$ cat src/rtl/mem_init_loader.sv
// mem_init_loader: decodes framed host stream blocks into per-channel memory writes, then releases the CPU
module mem_init_loader #(
  parameter int ADDR_W  = 8,
  parameter int DATA_W  = 16,
  parameter int NUM_MEM = 2
) (
  input  logic               clk,
  input  logic               rst,
  input  logic               in_valid,
  output logic               in_ready,
  input  logic [DATA_W-1:0]  in_data,
  input  logic               rearm,
  output logic [NUM_MEM-1:0] mem_we,
  output logic [ADDR_W-1:0]  mem_addr,
  output logic [DATA_W-1:0]  mem_data,
  output logic               cpu_hold,
  output logic               cpu_start,
  output logic               done,
  output logic               err
);
  localparam int CH_W = NUM_MEM > 1 ? $clog2(NUM_MEM) : 1;
  localparam int FW   = DATA_W - 1 - ADDR_W;
  localparam logic [2:0] HDR = 3'd0, ADR = 3'd1, DAT = 3'd2, START = 3'd3, DONE = 3'd4, ERR = 3'd5;
  logic [2:0]        state;
  logic [CH_W-1:0]   ch;
  logic [ADDR_W-1:0] len, addr, cnt;
  logic              xfer, end_flag, bad_ch;
  logic [FW-1:0]     ch_field;
  assign xfer      = in_valid & in_ready;
  assign end_flag  = in_data[DATA_W-1];
  // every non-END header bit above LEN is treated as channel number so stray high bits flag an error
  assign ch_field  = in_data[DATA_W-2:ADDR_W];
  assign bad_ch    = ch_field >= FW'(NUM_MEM);
  assign in_ready  = state == HDR || state == ADR || state == DAT;
  assign cpu_hold  = !(state == START || state == DONE);
  assign cpu_start = state == START;
  assign done      = state == DONE;
  assign err       = state == ERR;
  always_ff @(posedge clk) begin
    if (rst) begin
      state    <= HDR;
      mem_we   <= '0;
      mem_addr <= '0;
      mem_data <= '0;
      ch       <= '0;
      len      <= '0;
      addr     <= '0;
      cnt      <= '0;
    end else begin
      mem_we <= '0;
      case (state)
        HDR: if (xfer) begin
          if (end_flag) state <= START;
          else if (bad_ch) state <= ERR;
          else begin
            ch    <= in_data[ADDR_W+CH_W-1:ADDR_W];
            len   <= in_data[ADDR_W-1:0];
            state <= ADR;
          end
        end
        ADR: if (xfer) begin
          addr  <= in_data[ADDR_W-1:0];
          cnt   <= '0;
          state <= DAT;
        end
        DAT: if (xfer) begin
          mem_we   <= NUM_MEM'(1) << ch;
          mem_addr <= addr;
          mem_data <= in_data;
          addr     <= addr + 1'b1;
          cnt      <= cnt + 1'b1;
          state    <= cnt == len ? HDR : DAT;
        end
        START: state <= DONE;
        DONE: state <= rearm ? HDR : DONE;
        default: state <= ERR;
      endcase
    end
  end
endmodule
$ cat config.mk
export PLATFORM = sky130hd
export DESIGN_NAME = mem_init_loader
export DESIGN_NICKNAME = d
export VERILOG_FILES = /design/src/rtl/mem_init_loader.sv
export SDC_FILE = /design/constraint.sdc
export NUM_CORES = 1
export LEC_CHECK = 0
export ABC_CLOCK_PERIOD_IN_PS = 1500
export CORE_UTILIZATION = 46
export CTS_CLUSTER_DIAMETER = 150
export DETAILED_ROUTE_END_ITERATION = 10
export PLACE_DENSITY_LB_ADDON = 0.3
export SLEW_MARGIN = 15
export SYNTH_ARGS = -nofsm -noshare
export SYNTH_HDL_FRONTEND = slang
export SYNTH_SLANG_ARGS = --single-unit
$ cat constraint.sdc
create_clock -name clk -period 1.5 [get_ports clk]
set_input_delay 0.15 -clock clk [delete_from_list [all_inputs] [get_ports clk]]
set_output_delay 0.15 -clock clk [all_outputs]
set_load 0.005 [all_outputs]
# After elaboration in Yosys (flattened, before gate mapping)

Index checks and enable logic that the tools add are counted.

Bits of input ports: 20
Output and inout bits: 31
Logic and storage cells: 51
Register bits after elaboration: 54

Mux-type cells: 14
Add/subtract/negate cells: 2
Bitwise gates (word level): 5
Shifts and indexed selects: 1
Reduce and logical (&&, ||, !) cells: 11
Equal/unequal tests: 9
Order comparisons: 1

Operators by type and width:

| kind                  | count |
|---|---|
| $mux W8               | 4 |
| $pmux W8 S2           | 2 |
| $mux W3               | 6 |
| $add A8 B1 Y8 const B | 2 |
| $pmux W3 S5           | 1 |
| $eq A8 B8 Y1          | 1 |
| $ge A7 B2 Y1 const B  | 1 |
| $eq A3 B2 Y1 const B  | 2 |
| $eq A3 B3 Y1 const B  | 2 |
| $ne A2 B2 Y1 const B  | 3 |
| $reduce_and A3 Y1     | 2 |
| $not A1 Y1            | 4 |
| $reduce_and A4 Y1     | 1 |
| $eq A3 B1 Y1 const B  | 1 |
| $logic_not A3 Y1      | 1 |
| $logic_or A1 B1 Y1    | 3 |
| $reduce_or A3 Y1      | 1 |
| $mux W2               | 1 |
| $reduce_and A2 Y1     | 1 |
| $reduce_bool A2 Y1    | 1 |
| $shl A1 B1 Y2 const A | 1 |
| $and A1 B1 Y1         | 1 |
| $logic_not A1 Y1      | 1 |

# Longest topological paths before layout

Gate-level depths: netlist of run 1.

Depth after elaboration: 6
Mapped depth: 6
Mapped depth without buffers: 5

# Worst setup path before layout of run 1

No wires, ideal clock.

Path kind: reg-to-reg
Start point: register state[0]
End point: register addr[2]
Data required time: 1.368 ns
Slack: 0.104 ns
Path buffers: 2
Period minus slack after synthesis: 1.396 ns
Arrival time: 1.264 ns
Stages on the path, launching flop included: 7
Library setup time: 0.132 ns
Cell sequence: dfxtp_1 > buf_6 > or3b_1 > buf_6 > and2_0 > o21ai_1 > a21oi_1

Longest elaborated chain between the ends: 6
Elaborated cells between the ends (all ways): 11
Classes of those cells: eq/ne: 4; mux: 1; bitwise: 1; reduce/logical: 5

RTL lines:

| what                                             | line   | source |
|---|---|---|
| start: declaration                               | 24     | `logic [2:0] state;` |
| start signal: assignment                         | 72     | `state <= cnt == len ? HDR : DAT;` |
| start signal: assignment                         | 75     | `DONE: state <= rearm ? HDR : DONE;` |
| $eq A3 B1 Y1 or $logic_not A3 Y1 (tied branches) | 34, 51 |  |
| $logic_or A1 B1 Y1 (2 in a row)                  | 34     | `assign in_ready = state == HDR \|\| state == ADR \|\| state == DAT;` |
| $and A1 B1 Y1                                    | 29     | `assign xfer = in_valid & in_ready;` |
| $ne A2 B2 Y1 (no source line)                    | n/a    |  |
| $reduce_and A3 Y1 (no source line)               | n/a    |  |
| end signal: assignment                           | 62     | `addr <= in_data[ADDR_W-1:0];` |
| end signal: assignment                           | 70     | `addr <= addr + 1'b1;` |
| end: declaration                                 | 26     | `logic [ADDR_W-1:0] len, addr, cnt;` |

Parallel ways exist; a longest one is shown, timed or not.
A chain may end at the register's enable or synchronous reset.

# Final worst setup path of run 1

Start point: register state[1]
End point: register len[0]

Longest elaborated chain between the ends: 5
Elaborated cells between the ends (all ways): 7
Classes of those cells: eq/ne: 2; bitwise: 1; reduce/logical: 4

RTL lines:

| what                                             | line   | source |
|---|---|---|
| $eq A3 B1 Y1 or $logic_not A3 Y1 (tied branches) | 34, 51 |  |
| $logic_or A1 B1 Y1 (2 in a row)                  | 34     |  |
| $and A1 B1 Y1                                    | 29     |  |
| $reduce_and A4 Y1 (no source line) (*)           | n/a    |  |
| end signal: assignment                           | 57     | `len <= in_data[ADDR_W-1:0];` |
| end: declaration                                 | 26     |  |

Mark *: on every way between the ends. The rest lies on a longest branch, timed or not.

==> impl_results.md, run 1 <==
* Setup slack after layout at -0.139 ns
* Startpoint of the lowest-slack register-to-register path: state[1]
* Pin count of the biggest net entering global routing at 28
* Critical-path cell with the highest stage delay: dfxtp_4
* Number of antenna violations at the first check in global routing at 0
* Slew @ Worst Pin at 0.387 ns
* Clock root buffer master: clkbuf_8
* Leakage Power at 1.25 nW
* Worst hold path type: in -> reg
* Last weighted congestion value of the routability-driven placer at 0.865
* Number of register bits inferred by synthesis at 54
* Worst reg2reg path depth at 6
* N_diodes at 0
* Post-Syn Instances at 305
* Count of flip-flops with a built-in enable after synthesis at 0
* H-tree lvl count at 2
* Violations in the final reports: setup timing
* Worst setup slack after placement at -0.285 ns
* Worst Path Arrival at 1.85 ns
* Layout area overhead at 36.4%
* PD cells at 884 mW/mm^2
* First DRT Iteration DRCs at 130
* Setup Skew at 0.00805 ns
* Peak ir drop on the vdd network at 0.543 mV
* Stage delay of the slowest cell on the critical path at 0.38 ns
* Placed standard-cell area at 0.00328 sq mm
* Via count of the first global-routing pass at 2255
* Critical path endpoint category: register
* Number of nets at the end of the flow at 401
* Kind of critical path: reg -> reg
* Worst hold path depth at 3
* Launching element type of the critical path: register
* Die Area at 0.00584 sq mm
* DR vias at 2398
* Via-to-Cell Ratio at 5.33
* Crit path buf inv count at 2
* Cell Rows at 26
* Top flip-flop cell by instance count after synthesis: dfxtp_1
* Final HPWL from detailed placement at 4.51 mm
* Worst hold start: in_data[11]
* Family of cells with the greatest summed delay on the critical path: simple AND/OR/NAND/NOR gates
* Detailed-router iteration count before antenna repair at 4
* I/O pin total at 51
* Hold-fix buffer count after cts at 0
* Mean area per synthesized cell at 8.35 sq um
* Area of the multi-input gates at 0.00135 sq mm
* GRT Resource Usage Total at 22.8%
* Max cap viols at 0
* Detailed-route DRC error count at 0
* Synth warn at 0
* Number of pins with negative max-slew slack in the final report at 0
* Crit path required time at 1.71 ns
* Endpoint of the worst-slack reg-to-reg timing path: len[0]
* Share of synthesized registers carrying an async set or reset at 0%
* Layout cell share with drive strength beyond 1 at 17.9%
* Clock Sinks at 54
* Starting Density at 48.9%
* Total clock buffers created by CTS at 5
* Final Instance Area at 0.00347 sq mm
* IO buf count at 50
* Total length of routed wires at 6.39 mm
* Maximum clock insertion buffer count at 2
* End of the worst hold path: mem_data[11]
* RSZ-0062 raised after global routing: yes
* Share of the cycle needed by the critical path after routing at 109%
* Global route total overflow at 0
* CORE AREA at 0.00520 sq mm
* Minimum clock period at 1.64 ns
* Reg clk slew, reported paths at 0.10 ns
* Overall die height at 76.4 microns
* Largest fanout on the critical path at 9
* Worst-case register-to-register setup slack at -0.14 ns
* Fmax achieved at 0.610 GHz
* Final hold violation count at 0
* Fillers at 440
* Die span in x at 76.4 microns
* Global-route wire length before repair at 10.7 mm
* Wire length per cell after detailed routing at 14.2 microns
* Remaining antenna violation count after routing at 0
* CTS tree: built
* Result of the run: finished, violations left
* WP depth at 6
* Synth Net Count at 327
* Number of failing setup endpoints in the final timing report at 15
* Clock Latency Late Sink at 0.31 ns
* Cells along the critical path: buf_4, nor3_1, and4_1, buf_12, mux2i_1, nor2_1
* Distinct cell type count of the synthesized netlist at 51
* Worst slew margin at 74.2%
* Mapped cell area at 0.00255 sq mm
* Register Area at 0.00109 sq mm
* Portion of the post-synthesis area used by sequential elements at 42.5%
worst min-delay path: stages:
cell             delay [ns]
clkdlybuf4s50_1        0.42
nand2_1                0.06
a21oi_1                0.05
state kept, by name, indices dropped and copies added, names as in the netlist:
register / cells
addr: 8
ch: 1
cnt: 8
len: 8
mem_addr: 8
mem_data: 16
mem_we: 2
state: 3
through the flow:
step	hold WS (ns)	cells	total power [mW]	setup TNS, ns	util, %
4_1_cts	0.401	447	3.04	-1.41	65.7
3_5_place_dp	0.439	437	2.16	-9.06	63.0
2_1_floorplan	0.240	305	1.87	0	-
5_1_grt	0.429	450	3.21	-2.57	66.7
3_3_place_gp	0.441	437	2.15	-7.06	63.0
6_report	0.403	450	3.07	-1.63	66.7
layer usage:
metal | wire length [microns] | track usage (%) | vias to the layer above
met2 | 3180 | 38.4 | 61
met3 | 292 | 4.43 | 13
met4 | 123 | 8.27 | 0
met1 | 2790 | 28.9 | 1137
li1 | - | - | 1187
met5 | 0 | 0 | -
synth_stat cells, types with 4 or more instances:
cell      count  area share [%]
nor3_1        4            0.79
a21oi_1      32             6.3
nor2_1       30             4.4
nand2_1      61             9.0
xnor2_1      10             3.4
clkbuf_1      7             1.0
o21ai_0       8             1.6
buf_2         8             1.6
dfxtp_1      54              42
xor2_1        4             1.4
mux2i_1      10             3.9
nand4_1       6             1.5
buf_6         5             2.2
nand3_1       6             1.2
nand2b_1      4            0.98
layout make-up:
cell class	instances	area share, %
Clock inverter	2	0.505
Timing Repair Buffer	89	23.7
Multi-Input combinational cell	226	38.9
Inverter	3	0.468
Clock buffer	6	2.38
Tap cell	70	2.52
Sequential cell	54	31.5
cell families after synthesis:
group                    Yosys count  share of synthesized area, %
flip-flops                        54                          42.5
XOR/XNOR                          15                          5.90
adder cells (fa/ha/maj)            2                         0.983
AND/OR/NAND/NOR                  142                          28.2
multiplexers                      10                          3.93
AO/OA/AOI/OAI                     57                          12.9
buffers and inverters             25                          5.70
cells in the final DEF (no fill, tap or decap), types with 8 or more instances in the layout:
| cell | count |
|---|---|
| nor2_1 | 29 |
| nand2_1 | 61 |
| buf_4 | 35 |
| dfxtp_1 | 51 |
| clkdlybuf4s50_1 | 46 |
| a21oi_1 | 31 |
| mux2i_1 | 10 |
| xnor2_1 | 10 |
| o21ai_0 | 8 |
repair_timing:
| action | CTS | global route |
|---|---|---|
| pin swaps | 0 | 2 |
| buffers inserted | 2 | 3 |
| gates resized for setup | 14 | 8 |
| endpoints found under the hold margin | 0 | 0 |
| setup endpoints to repair | 29 | 29 |
worst max path at each step:
stage,start,end,slack (ns)
6_report,state[1],len[0],-0.14
3_5_place_dp,in_data[9],len[0],-0.29
5_1_grt,state[0],done,-0.21
3_3_place_gp,in_data[9],len[2],-0.21
2_1_floorplan,state[0],addr[2],0.10
4_1_cts,state[0],done,-0.14
power breakdown:
group	switching [mW]	internal (mW)	leakage, nW
Sequential	0.0487	1.48	0.438
Clock	0.496	0.381	0.0514
Combinational	0.323	0.340	0.759
Total	0.868	2.20	1.25
Note: power is estimated with default switching activity, not from simulation.
==> inputs of run 2 (changes only) <==
--- a/config.mk
+++ b/config.mk
@@ -6,6 +6,7 @@
 export NUM_CORES = 1
 export LEC_CHECK = 0
 export ABC_CLOCK_PERIOD_IN_PS = 1500
+export CORE_MARGIN = 2
 export CORE_UTILIZATION = 46
 export CTS_CLUSTER_DIAMETER = 150
 export DETAILED_ROUTE_END_ITERATION = 10
==> run 2 against run 1 <==
The run still ends with setup timing left. Cell count up 0.89%. Count of clock-buffer cells in the layout down 1. Clock skew about the same. Critical path depth up 1. Sequential power about the same. Fmax up 9.2%. Routed wire length up 1.8%. Die area up 5.3%. Total power down 1.3%. Via count down 0.25%. Core utilization down 1.3 points. Critical path type unchanged. Critical endpoint is now len[3].
==> impl_results.md, run 2 (synthesis results as in run 1) <==
* GRT Resource Usage Total at 21.1%
* Portion of total power attributed to sequential cells at 50.2%
* H-tree lvl count at 2
* Via count of the first global-routing pass at 2186
* Fmax achieved at 0.666 GHz
* Final HPWL from detailed placement at 4.49 mm
* Psw at 0.868 mW
* Cells along the critical path: buf_6, buf_8, nor3_4, and4_4, buf_6, mux2i_1, nor2_1
* Die span in x at 78.4 microns
* Fillers at 459
* Reg clk slew, reported paths at 0.10 ns
* Overall die height at 78.4 microns
* Minimum clock period at 1.50 ns
* CTS tree: built
* Number of flip-flops under the largest register name at 16
* Final-layout setup total negative slack at -0.00135 ns
* Launching element type of the critical path: register
* Most common cell after layout, fill and taps aside: nand2_1
* N_diodes at 0
* Stage delay of the slowest cell on the critical path at 0.37 ns
* Maximum clock insertion buffer count at 2
* I/O pin total at 51
* Share of total power in the clock network at 26.5%
* CORE AREA at 0.00544 sq mm
* Worst hold path type: in -> reg
* Clock Sinks at 54
* RSZ-0062 raised after global routing: yes
* End of the worst hold path: mem_data[14]
* Total power after layout at 3.03 mW
* Top register by number of flip-flops: mem_data
* Critical-path cell with the highest stage delay: dfxtp_4
* Clock root buffer master: clkbuf_8
* Minimum hold slack at 0.419 ns
* Number of antenna violations at the first check in global routing at 0
* Number of pins with negative max-slew slack in the final report at 0
* Worst-case register-to-register setup slack at -0.001 ns
* Remaining antenna violation count after routing at 0
* Starting Density at 46.8%
* Layout area overhead at 39.7%
* Global route total overflow at 0
* Cell Rows at 27
* Last weighted congestion value of the routability-driven placer at 0.858
* Placed standard-cell area at 0.00327 sq mm
* DR vias at 2392
* Wire length per cell after detailed routing at 14.3 microns
* Violations in the final reports: setup timing
* First DRT Iteration DRCs at 95
* Global-route wire length before repair at 10.4 mm
* Detailed-router iteration count before antenna repair at 4
* Startpoint of the lowest-slack register-to-register path: state[0]
* Kind of critical path: reg -> reg
* IO buf count at 50
* PD cells at 852 mW/mm^2
* Worst Path Arrival at 1.71 ns
* Number of failing setup endpoints in the final timing report at 1
* Pin count of the biggest net entering global routing at 38
* Worst setup slack after placement at -0.317 ns
* Worst slew margin at 77.8%
* Family of cells with the greatest summed delay on the critical path: simple AND/OR/NAND/NOR gates
* Setup Skew at 0.00779 ns
* Number of nets at the end of the flow at 404
* Worst hold start: in_data[14]
* Leakage Power at 1.29 nW
* Crit path required time at 1.70 ns
* Share of the cycle needed by the critical path after routing at 100%
* Largest fanout on the critical path at 5
* Total clock buffers created by CTS at 5
* Slew @ Worst Pin at 0.332 ns
* Clock Latency Late Sink at 0.31 ns
* Worst hold path depth at 3
* Setup slack after layout at -0.00135 ns
* Worst reg2reg path depth at 7
* Total length of routed wires at 6.50 mm
* Comb power frac at 23.4%
* Endpoint of the worst-slack reg-to-reg timing path: len[3]
* Switching power share of the total at 28.7%
* Most numerous cell on the critical path: buf_6
* Crit path buf inv count at 3
* Peak ir drop on the vdd network at 0.427 mV
* Most frequent cells in the layout: nand2_1, dfxtp_1, clkdlybuf4s50_1
* Die Area at 0.00615 sq mm
* Final Instance Area at 0.00356 sq mm
* Hold-fix buffer count after cts at 0
* Internal Power at 2.16 mW
* Max cap viols at 0
* Layout cell share with drive strength beyond 1 at 21.7%
* Final hold violation count at 0
* Critical path endpoint category: register
* Result of the run: finished, violations left
* Detailed-route DRC error count at 0
* Via-to-Cell Ratio at 5.27
## run 2: cell types whose count changed in the layout (fill, tap and decap cells not counted), sizes merged
cell / delta
inv: +1
buf: +3
dlymetal6s2s: -1
clkbuf: +1
clkinv: -1
clkdlybuf4s50: -1
## run 2: per-layer routing
| layer | part of all wire, % | up-vias | GRT usage (%) |
|---|---|---|---|
| li1 | - | 1188 | - |
| met1 | 43 | 1142 | 26.1 |
| met2 | 51 | 53 | 37.7 |
| met3 | 4.1 | 9 | 3.68 |
| met4 | 1.5 | 0 | 6.14 |
| met5 | 0 | - | 0 |
## run 2: area by class of cell
class / instances / area (sq um) / area share, %
clock buffers: 5 / 68.8 / 1.93
clock inverters: 2 / 13.8 / 0.387
inverters: 3 / 16.3 / 0.457
multi-input cells: 226 / 1420 / 40.0
flip-flops and latches: 54 / 1090 / 30.6
well taps: 72 / 90.1 / 2.53
repair buffers: 92 / 860 / 24.2
## run 2: power groups by stage
stage / logic [mW] / clock network, mW / registers, mW
final: 0.708 / 0.802 / 1.52
after global routing: 0.763 / 0.868 / 1.53
after CTS: 0.614 / 0.818 / 1.52
after detailed placement: 0.588 / 0 / 1.55
after global placement: 0.583 / 0 / 1.55
after floorplan: 0.326 / 0 / 1.54
## run 2: worst max path at each step
stage	cells after the start	start	end
floorplan	6	state[0]	addr[2]
global placement	7	in_data[9]	len[4]
detailed placement	7	in_data[9]	ch
CTS	6	state[1]	cpu_hold
global route	7	state[0]	ch
finish	7	state[0]	len[3]
## run 2: worst min-delay path: cells and delay by family
kind	cells	cell delay (ns)
AO/OA/AOI/OAI	1	0.05
buffers and inverters	1	0.42
AND/OR/NAND/NOR	1	0.07
## run 2: per-stage QoR
| stage | util, % | instances |
|---|---|---|
| 2_1_floorplan | - | 305 |
| 3_3_place_gp | 60.1 | 439 |
| 3_5_place_dp | 60.1 | 439 |
| 4_1_cts | 62.5 | 448 |
| 5_1_grt | 65.4 | 454 |
| 6_report | 65.4 | 454 |
## run 2: what timing repair did
item	in CTS	in global routing
endpoints found under the hold margin	0	0
cloned	0	2
pin swaps	2	13
endpoints found under the setup margin	14	43
buffers inserted	2	4
resized for setup	18	36
